==> config.mk <==
export PLATFORM = sky130hd
export DESIGN_NAME = result_streamer
export DESIGN_NICKNAME = d
export VERILOG_FILES = /design/src/rtl/result_streamer.sv
export SDC_FILE = /design/constraint.sdc
export NUM_CORES = 1
export LEC_CHECK = 0
export BUFFER_PORTS_ARGS = -buffer_cell sky130_fd_sc_hd__buf_2
export CAP_MARGIN = 20
export CORE_AREA = 2 2 172 174
export CTS_CLUSTER_DIAMETER = 50
export DETAILED_ROUTE_END_ITERATION = 10
export DIE_AREA = 0 0 174 176
export PLACE_DENSITY_LB_ADDON = 0.05
export RECOVER_POWER = 100
export SLEW_MARGIN = 15
export SYNTH_ARGS = -nofsm -noshare
export SYNTH_HDL_FRONTEND = slang
export SYNTH_SLANG_ARGS = --single-unit
==> constraint.sdc <==
create_clock -name clk -period 10 [get_ports clk]
set_input_delay 0.5 -clock clk [delete_from_list [all_inputs] [get_ports clk]]
set_output_delay 0.5 -clock clk [all_outputs]
set_load 0.02 [all_outputs]
==> src/rtl/result_streamer.sv <==
// -----------------------------------------------------------------------------
// result_streamer
//
// Read-side companion of the matrix multiplier. On a start pulse it reads the
// dimension header from memory address 1, locates the R x C result matrix that
// follows the A and B operands, and streams the result words out row-major on
// a valid/ready interface with a last-word flag. Port A of the shared memory
// is only ever read.
//
// Memory layout (word addresses, all arithmetic modulo 2^ADDR_WIDTH):
//   1               header: [23:16] R, [15:8] M, [7:0] C
//   2               A, R*M words
//   2+R*M           B, M*C words
//   2+R*M+M*C (RB)  result, R*C words, row-major
//
// Ports:
//   clk        in   single clock, rising edge
//   reset      in   synchronous, active-low
//   start      in   one-cycle pulse; ignored unless idle
//   addr_a     out  memory port A address
//   we_a       out  memory port A write enable (always 0)
//   data_a     in   memory port A read data (one-cycle read latency)
//   out_data   out  stream word
//   out_valid  out  stream word valid
//   out_ready  in   consumer ready; a word moves when valid & ready at an edge
//   out_last   out  marks the final result word
//   busy       out  job in progress
//   done       out  one-cycle pulse at the end of a job
//   dim_error  out  header was illegal; sticky until the next accepted start
// -----------------------------------------------------------------------------
module result_streamer #(
  parameter int DATA_WIDTH = 32,
  parameter int ADDR_WIDTH = 12,
  parameter int MAX_LEN    = 100
) (
  input  logic                  clk,
  input  logic                  reset,
  input  logic                  start,
  output logic [ADDR_WIDTH-1:0] addr_a,
  output logic                  we_a,
  input  logic [DATA_WIDTH-1:0] data_a,
  output logic [DATA_WIDTH-1:0] out_data,
  output logic                  out_valid,
  input  logic                  out_ready,
  output logic                  out_last,
  output logic                  busy,
  output logic                  done,
  output logic                  dim_error
);

  // Word counter width: R*C <= 255*255 always fits, which covers MAX_LEN^2.
  localparam int         CNT_W     = 16;
  localparam logic [7:0] MAX_LEN_B = 8'(MAX_LEN);

  typedef enum logic [2:0] {
    S_IDLE,
    S_HDR_WAIT,
    S_HDR_CAP,
    S_CALC,
    S_STREAM,
    S_DONE
  } state_e;

  // ---------------------------------------------------------------------------
  // Control state
  // ---------------------------------------------------------------------------
  state_e                 state_q;
  logic [ADDR_WIDTH-1:0]  addr_q;
  logic                   busy_q;
  logic                   done_q;
  logic                   dim_error_q;
  logic [7:0]             r_q;
  logic [7:0]             m_q;
  logic [7:0]             c_q;
  logic                   hdr_bad_q;
  logic [CNT_W-1:0]       count_q;
  logic [CNT_W-1:0]       issued_q;

  // ---------------------------------------------------------------------------
  // Read pipeline and output FIFO
  // ---------------------------------------------------------------------------
  // pipe_vld_q marks a read whose data is on data_a this cycle.
  logic                   pipe_vld_q;
  logic                   pipe_last_q;
  // Two-entry FIFO; entry 0 is the head and drives the stream outputs directly,
  // so the head only changes when it is popped (stable under backpressure).
  logic [DATA_WIDTH-1:0]  fifo_data_q [2];
  logic                   fifo_last_q [2];
  logic [1:0]             occ_q;

  logic [DATA_WIDTH-1:0]  fifo_data_d [2];
  logic                   fifo_last_d [2];
  logic [1:0]             occ_d;

  // ---------------------------------------------------------------------------
  // Combinational helpers
  // ---------------------------------------------------------------------------
  logic [7:0]             hdr_r;
  logic [7:0]             hdr_m;
  logic [7:0]             hdr_c;
  logic                   hdr_bad_w;
  logic [ADDR_WIDTH-1:0]  rb_w;
  logic [CNT_W-1:0]       count_w;
  logic                   pop;
  logic                   push;
  logic [1:0]             occ_after_pop;
  logic [2:0]             committed;
  logic                   all_issued;
  logic                   issue;
  logic                   stream_end;

  assign hdr_r = data_a[23:16];
  assign hdr_m = data_a[15:8];
  assign hdr_c = data_a[7:0];

  assign hdr_bad_w = (hdr_r == 8'd0) || (hdr_m == 8'd0) || (hdr_c == 8'd0) ||
                     (hdr_r > MAX_LEN_B) || (hdr_m > MAX_LEN_B) ||
                     (hdr_c > MAX_LEN_B);

  // Truncating each product first is exact because the address wraps anyway.
  assign rb_w = ADDR_WIDTH'(2)
              + ADDR_WIDTH'({8'b0, r_q} * {8'b0, m_q})
              + ADDR_WIDTH'({8'b0, m_q} * {8'b0, c_q});

  assign count_w = {8'b0, r_q} * {8'b0, c_q};

  assign pop           = (occ_q != 2'd0) && out_ready;
  assign push          = pipe_vld_q;
  assign occ_after_pop = occ_q - {1'b0, pop};

  // Slots already promised: words left in the FIFO after this edge's pop plus
  // the read whose data lands at this edge. A new read is issued only when a
  // slot remains for it even if nothing is popped next cycle. Counting this
  // edge's pop is what allows one word per cycle with out_ready held high.
  assign committed  = {1'b0, occ_after_pop} + {2'b0, pipe_vld_q};
  assign all_issued = (issued_q == count_q);
  assign issue      = (state_q == S_STREAM) && !all_issued && (committed < 3'd2);

  // Job ends on the edge that pops the final word.
  assign stream_end = (state_q == S_STREAM) && all_issued && !pipe_vld_q &&
                      (occ_after_pop == 2'd0);

  // ---------------------------------------------------------------------------
  // FIFO next-state
  // ---------------------------------------------------------------------------
  always_comb begin
    fifo_data_d = fifo_data_q;
    fifo_last_d = fifo_last_q;
    if (pop) begin
      fifo_data_d[0] = fifo_data_q[1];
      fifo_last_d[0] = fifo_last_q[1];
    end
    // With the credit rule the write slot is always 0 or 1.
    if (push) begin
      fifo_data_d[occ_after_pop[0]] = data_a;
      fifo_last_d[occ_after_pop[0]] = pipe_last_q;
    end
    occ_d = occ_after_pop + {1'b0, push};
  end

  always_ff @(posedge clk) begin
    if (!reset) begin
      occ_q       <= 2'd0;
      pipe_vld_q  <= 1'b0;
      pipe_last_q <= 1'b0;
      for (int i = 0; i < 2; i++) begin
        fifo_data_q[i] <= '0;
        fifo_last_q[i] <= 1'b0;
      end
    end else begin
      occ_q       <= occ_d;
      pipe_vld_q  <= issue;
      pipe_last_q <= (issued_q == count_q - CNT_W'(1));
      for (int i = 0; i < 2; i++) begin
        fifo_data_q[i] <= fifo_data_d[i];
        fifo_last_q[i] <= fifo_last_d[i];
      end
    end
  end

  // ---------------------------------------------------------------------------
  // Job sequencer
  // ---------------------------------------------------------------------------
  always_ff @(posedge clk) begin
    if (!reset) begin
      state_q     <= S_IDLE;
      addr_q      <= '0;
      busy_q      <= 1'b0;
      done_q      <= 1'b0;
      dim_error_q <= 1'b0;
      r_q         <= 8'd0;
      m_q         <= 8'd0;
      c_q         <= 8'd0;
      hdr_bad_q   <= 1'b0;
      count_q     <= '0;
      issued_q    <= '0;
    end else begin
      done_q <= 1'b0;
      case (state_q)
        S_IDLE: begin
          if (start) begin
            addr_q      <= ADDR_WIDTH'(1);
            dim_error_q <= 1'b0;
            busy_q      <= 1'b1;
            state_q     <= S_HDR_WAIT;
          end
        end

        // Header read is in flight.
        S_HDR_WAIT: begin
          state_q <= S_HDR_CAP;
        end

        // Header word is on data_a: register the fields and their legality
        // so the products in CALC start from registers.
        S_HDR_CAP: begin
          r_q       <= hdr_r;
          m_q       <= hdr_m;
          c_q       <= hdr_c;
          hdr_bad_q <= hdr_bad_w;
          state_q   <= S_CALC;
        end

        // An illegal header ends the job here, so the error flag and the done
        // pulse appear together.
        S_CALC: begin
          if (hdr_bad_q) begin
            dim_error_q <= 1'b1;
            done_q      <= 1'b1;
            busy_q      <= 1'b0;
            state_q     <= S_DONE;
          end else begin
            addr_q   <= rb_w;
            count_q  <= count_w;
            issued_q <= '0;
            state_q  <= S_STREAM;
          end
        end

        S_STREAM: begin
          if (issue) begin
            addr_q   <= addr_q + ADDR_WIDTH'(1);
            issued_q <= issued_q + CNT_W'(1);
          end
          if (stream_end) begin
            done_q  <= 1'b1;
            busy_q  <= 1'b0;
            state_q <= S_DONE;
          end
        end

        // done is high for this one cycle; the default above clears it.
        S_DONE: begin
          state_q <= S_IDLE;
        end

        default: begin
          state_q <= S_IDLE;
        end
      endcase
    end
  end

  // ---------------------------------------------------------------------------
  // Outputs
  // ---------------------------------------------------------------------------
  assign addr_a    = addr_q;
  assign we_a      = 1'b0;
  assign out_data  = fifo_data_q[0];
  assign out_valid = (occ_q != 2'd0);
  // Gated so a stale flag left in the head slot never shows once drained.
  assign out_last  = out_valid && fifo_last_q[0];
  assign busy      = busy_q;
  assign done      = done_q;
  assign dim_error = dim_error_q;

endmodule
==> out/results.tsv <==
stage	metric	value	unit
grt	initial antenna violation count	0	
min_path	Worst Hold Depth	3	
sta	setup TNS	0	ns
min_path	HP Start	data_a[30]	
synthesis	Post-synth ARST share	0	%
synthesis	Synth cell types	66	
min_path	hold crit path type	in2reg	
placement	post-DP HPWL	23.29	mm
critical_path	Worst Setup SP	occ_q[1]$_SDFF_PN0_	
status	failing checks	capacitance limit, slew limit	
critical_path	Worst Path Max Fanout	34	
detailed_routing	drt total wl	31.28	mm
power	Tot Pwr	1.570	mW
clock_network	setup repair bufs after CTS	0	
synthesis	Yosys reg bits	145	
synthesis	Syn Area/Cell	8.574	sq um
finish	layout cells sized above 1	5.798	%
sta	Final setup viols	0	
clock_network	worst-case clock buffer depth	2	
synthesis	Mapped Area	12470	sq um
die	Top Ports	86	
critical_path	Worst EP arrival	7.37	ns
placement	GP Congestion	0.7867	
sta	Final Max Slew Viols	263	
finish	synth-to-layout area growth	6.720	%
sta	Tmin final	7.156	ns
status	outcome	finished, violations left	
die	die height	176	um
grt	GR Overflow Total	0	
clock_network	htree depth	4	
sta	hold violation total from the final report	0	
detailed_routing	Residual DRC	0	
grt	number of global-route vias before repair	9558	
clock_network	cells resized by post-CTS repair	0	
sta	clk_skew	0.02195	ns
synthesis	Syn Nets	1692	
finish	Final nets	1690	
sta	worst slew pin tran	3.032	ns
detailed_routing	drt initial violations	423	
grt	pin count of the biggest net entering global routing	67	
clock_network	CTS root buf	clkbuf_16	
critical_path	WS Path Type	reg2reg	
sta	max_slew headroom	-102.1	%
clock_network	Worst-Skew Late Latency	0.44	ns
die	Starting Density	43.70	%
detailed_routing	Vias/cell	5.174	
die	Rows	62	
clock_network	hold_buf cts	0	
clock_network	TritonCTS Buffers	17	
finish	most frequent cells in the layout	nand2_1 (172), inv_1 (165), dfxtp_1 (145)	
clock_network	CTS clk-pin slew, worst paths	0.08	ns
clock_network	CTS Sinks	145	
detailed_routing	WL per Instance	16.91	um
grt	first-pass GRT wire length	51.33	mm
synthesis	EDFF count, synth	0	
finish	commonest non-fill, non-tap cell in the layout	nand2_1	
critical_path	crit end category	register	
detailed_routing	post-route ant nets	0	
grt	GRT Total Usage	21.10	%
synthesis	Synth warnings	0	
clock_network	CTS tree	built	
critical_path	Reg2Reg Depth	16	
die	die area	30620	sq um
die	Die X	174	um
detailed_routing	drt first pass iters	5	
synthesis	post-synthesis cell count	1455	
sta	Final Cycle Share	71.56	%
run	max_cap viols	5	
power	power per cell area	117.9	nW/um^2
die	core area	28550	sq um
detailed_routing	via count	9572	
finish	Inserted Diodes	0	
sta	fmax	139.8	MHz
sta	RSZ-0062 raised after global routing	false	
synthesis	register area share after synthesis	23.27	%
placement	port bufs	84	
critical_path	critical path launch point type	register	
power	maximum VDD drop	0.08816	mV
critical_path	R2R Path Start	occ_q[1]$_SDFF_PN0_	
power	leakage	6.066	nW
critical_path	CP required	10.22	ns
synthesis	Post-synth top flop	dfxtp_1	
worst max-delay path, cell delays in order, from the launching register on:
cell and delay, ns:
dfxtp_1 0.33, or2_2 0.33, nand2_2 0.08, clkbuf_1 1.90, inv_1 0.13, ha_1 0.40, inv_1 0.09, ha_1 0.14
clkbuf_1 1.85, inv_1 0.17, ha_1 0.30, nand3_1 0.22, nor2_1 0.09, nor2_1 0.60, nor2_1 0.11, a21oi_1 0.15
nor2_1 0.05
synth_stat cells, types with 3 or more instances:
master | n | area share (%)
nand2_1 | 174 | 5.2
inv_1 | 165 | 5.0
dfxtp_1 | 145 | 23
nor2_1 | 115 | 3.5
fa_1 | 114 | 18
and2_1 | 108 | 5.4
ha_1 | 87 | 8.7
a21oi_1 | 71 | 2.8
clkbuf_1 | 67 | 2.0
mux2i_1 | 67 | 5.4
a211oi_1 | 40 | 2.4
xor2_1 | 40 | 2.8
o21ai_0 | 34 | 1.4
buf_4 | 33 | 2.0
xnor2_1 | 29 | 2.0
nand3_1 | 17 | 0.68
a31oi_1 | 12 | 0.60
buf_2 | 9 | 0.36
or3_1 | 9 | 0.45
nor3_1 | 8 | 0.32
nor4_1 | 8 | 0.40
and3_1 | 7 | 0.35
nand2b_1 | 7 | 0.35
a21o_1 | 5 | 0.30
a22oi_1 | 4 | 0.24
buf_6 | 4 | 0.36
nand3b_1 | 4 | 0.24
nor2b_1 | 4 | 0.20
nor3b_1 | 4 | 0.24
nor4b_1 | 4 | 0.28
o211ai_1 | 4 | 0.24
o21a_1 | 4 | 0.24
or4_1 | 4 | 0.24
a21boi_0 | 3 | 0.18
a41oi_1 | 3 | 0.21
nor3_2 | 3 | 0.24
kinds of logic (layout without fill, tap and decap cells):
family                     Yosys count  count (layout)  synth area share, %
adders and majority gates          201             201                27.02
DFF                                145             145                23.27
other                                1               1              0.03006
xor gates and xnor gates            69              69                4.845
and+or+nand+nor                    492             492                19.52
muxes                               68              68                5.466
AOI/OAI and AO/OA                  199             199                9.970
buffers and inverters              280             291                9.880
power by group:
part	internal, mW	switching, mW	total [mW]
clock network	0.335	0.317	0.652
registers	0.597	0.0580	0.655
logic	0.0962	0.166	0.262
through the flow:
| stage | utilization (%) | worst slack (ns) | hold slack, ns | cell area (sq um) | instances |
|---|---|---|---|---|---|
| detailed placement | 45.00 | 4.253 | 0.4530 | 12850 | 1818 |
| floorplan | - | 4.730 | 0.4484 | 12470 | 1455 |
| global placement | 45.00 | 4.359 | 0.4516 | 12850 | 1818 |
| CTS | 47.08 | 4.242 | 0.3097 | 13440 | 1850 |
| global route | 46.63 | 2.214 | 0.3155 | 13310 | 1850 |
| finish | 46.63 | 2.844 | 0.3203 | 13310 | 1850 |
cell type report:
cell class | count | area [sq um]
Inverter | 166 | 624.3
Tap cell | 384 | 480.5
Clock inverter | 15 | 166.4
Multi-Input combinational cell | 1030 | 8307
Timing Repair Buffer | 93 | 406.6
Fill cell | 2984 | 15230
Sequential cell | 145 | 2903
Clock buffer | 17 | 425.4
final timing paths:
check / to / slack, ns
setup / recovery: addr_a[2]$_SDFFE_PN0P_ / 2.84
setup reg to reg: addr_a[2]$_SDFFE_PN0P_ / 2.84
hold reg to reg: r_q[1]$_SDFFE_PN0P_ / 0.46
hold / removal: register / 0.32
per-layer routing:
| layer | vias up | share of wire (%) | GRT usage, % |
|---|---|---|---|
| li1 | 4679 | - | - |
| met1 | 4760 | 49 | 29.73 |
| met2 | 112 | 48 | 34.79 |
| met3 | 21 | 2.3 | 2.821 |
| met4 | 0 | 1.2 | 4.377 |
| met5 | - | 0 | 0 |
Power figures use the tool's default switching activity.
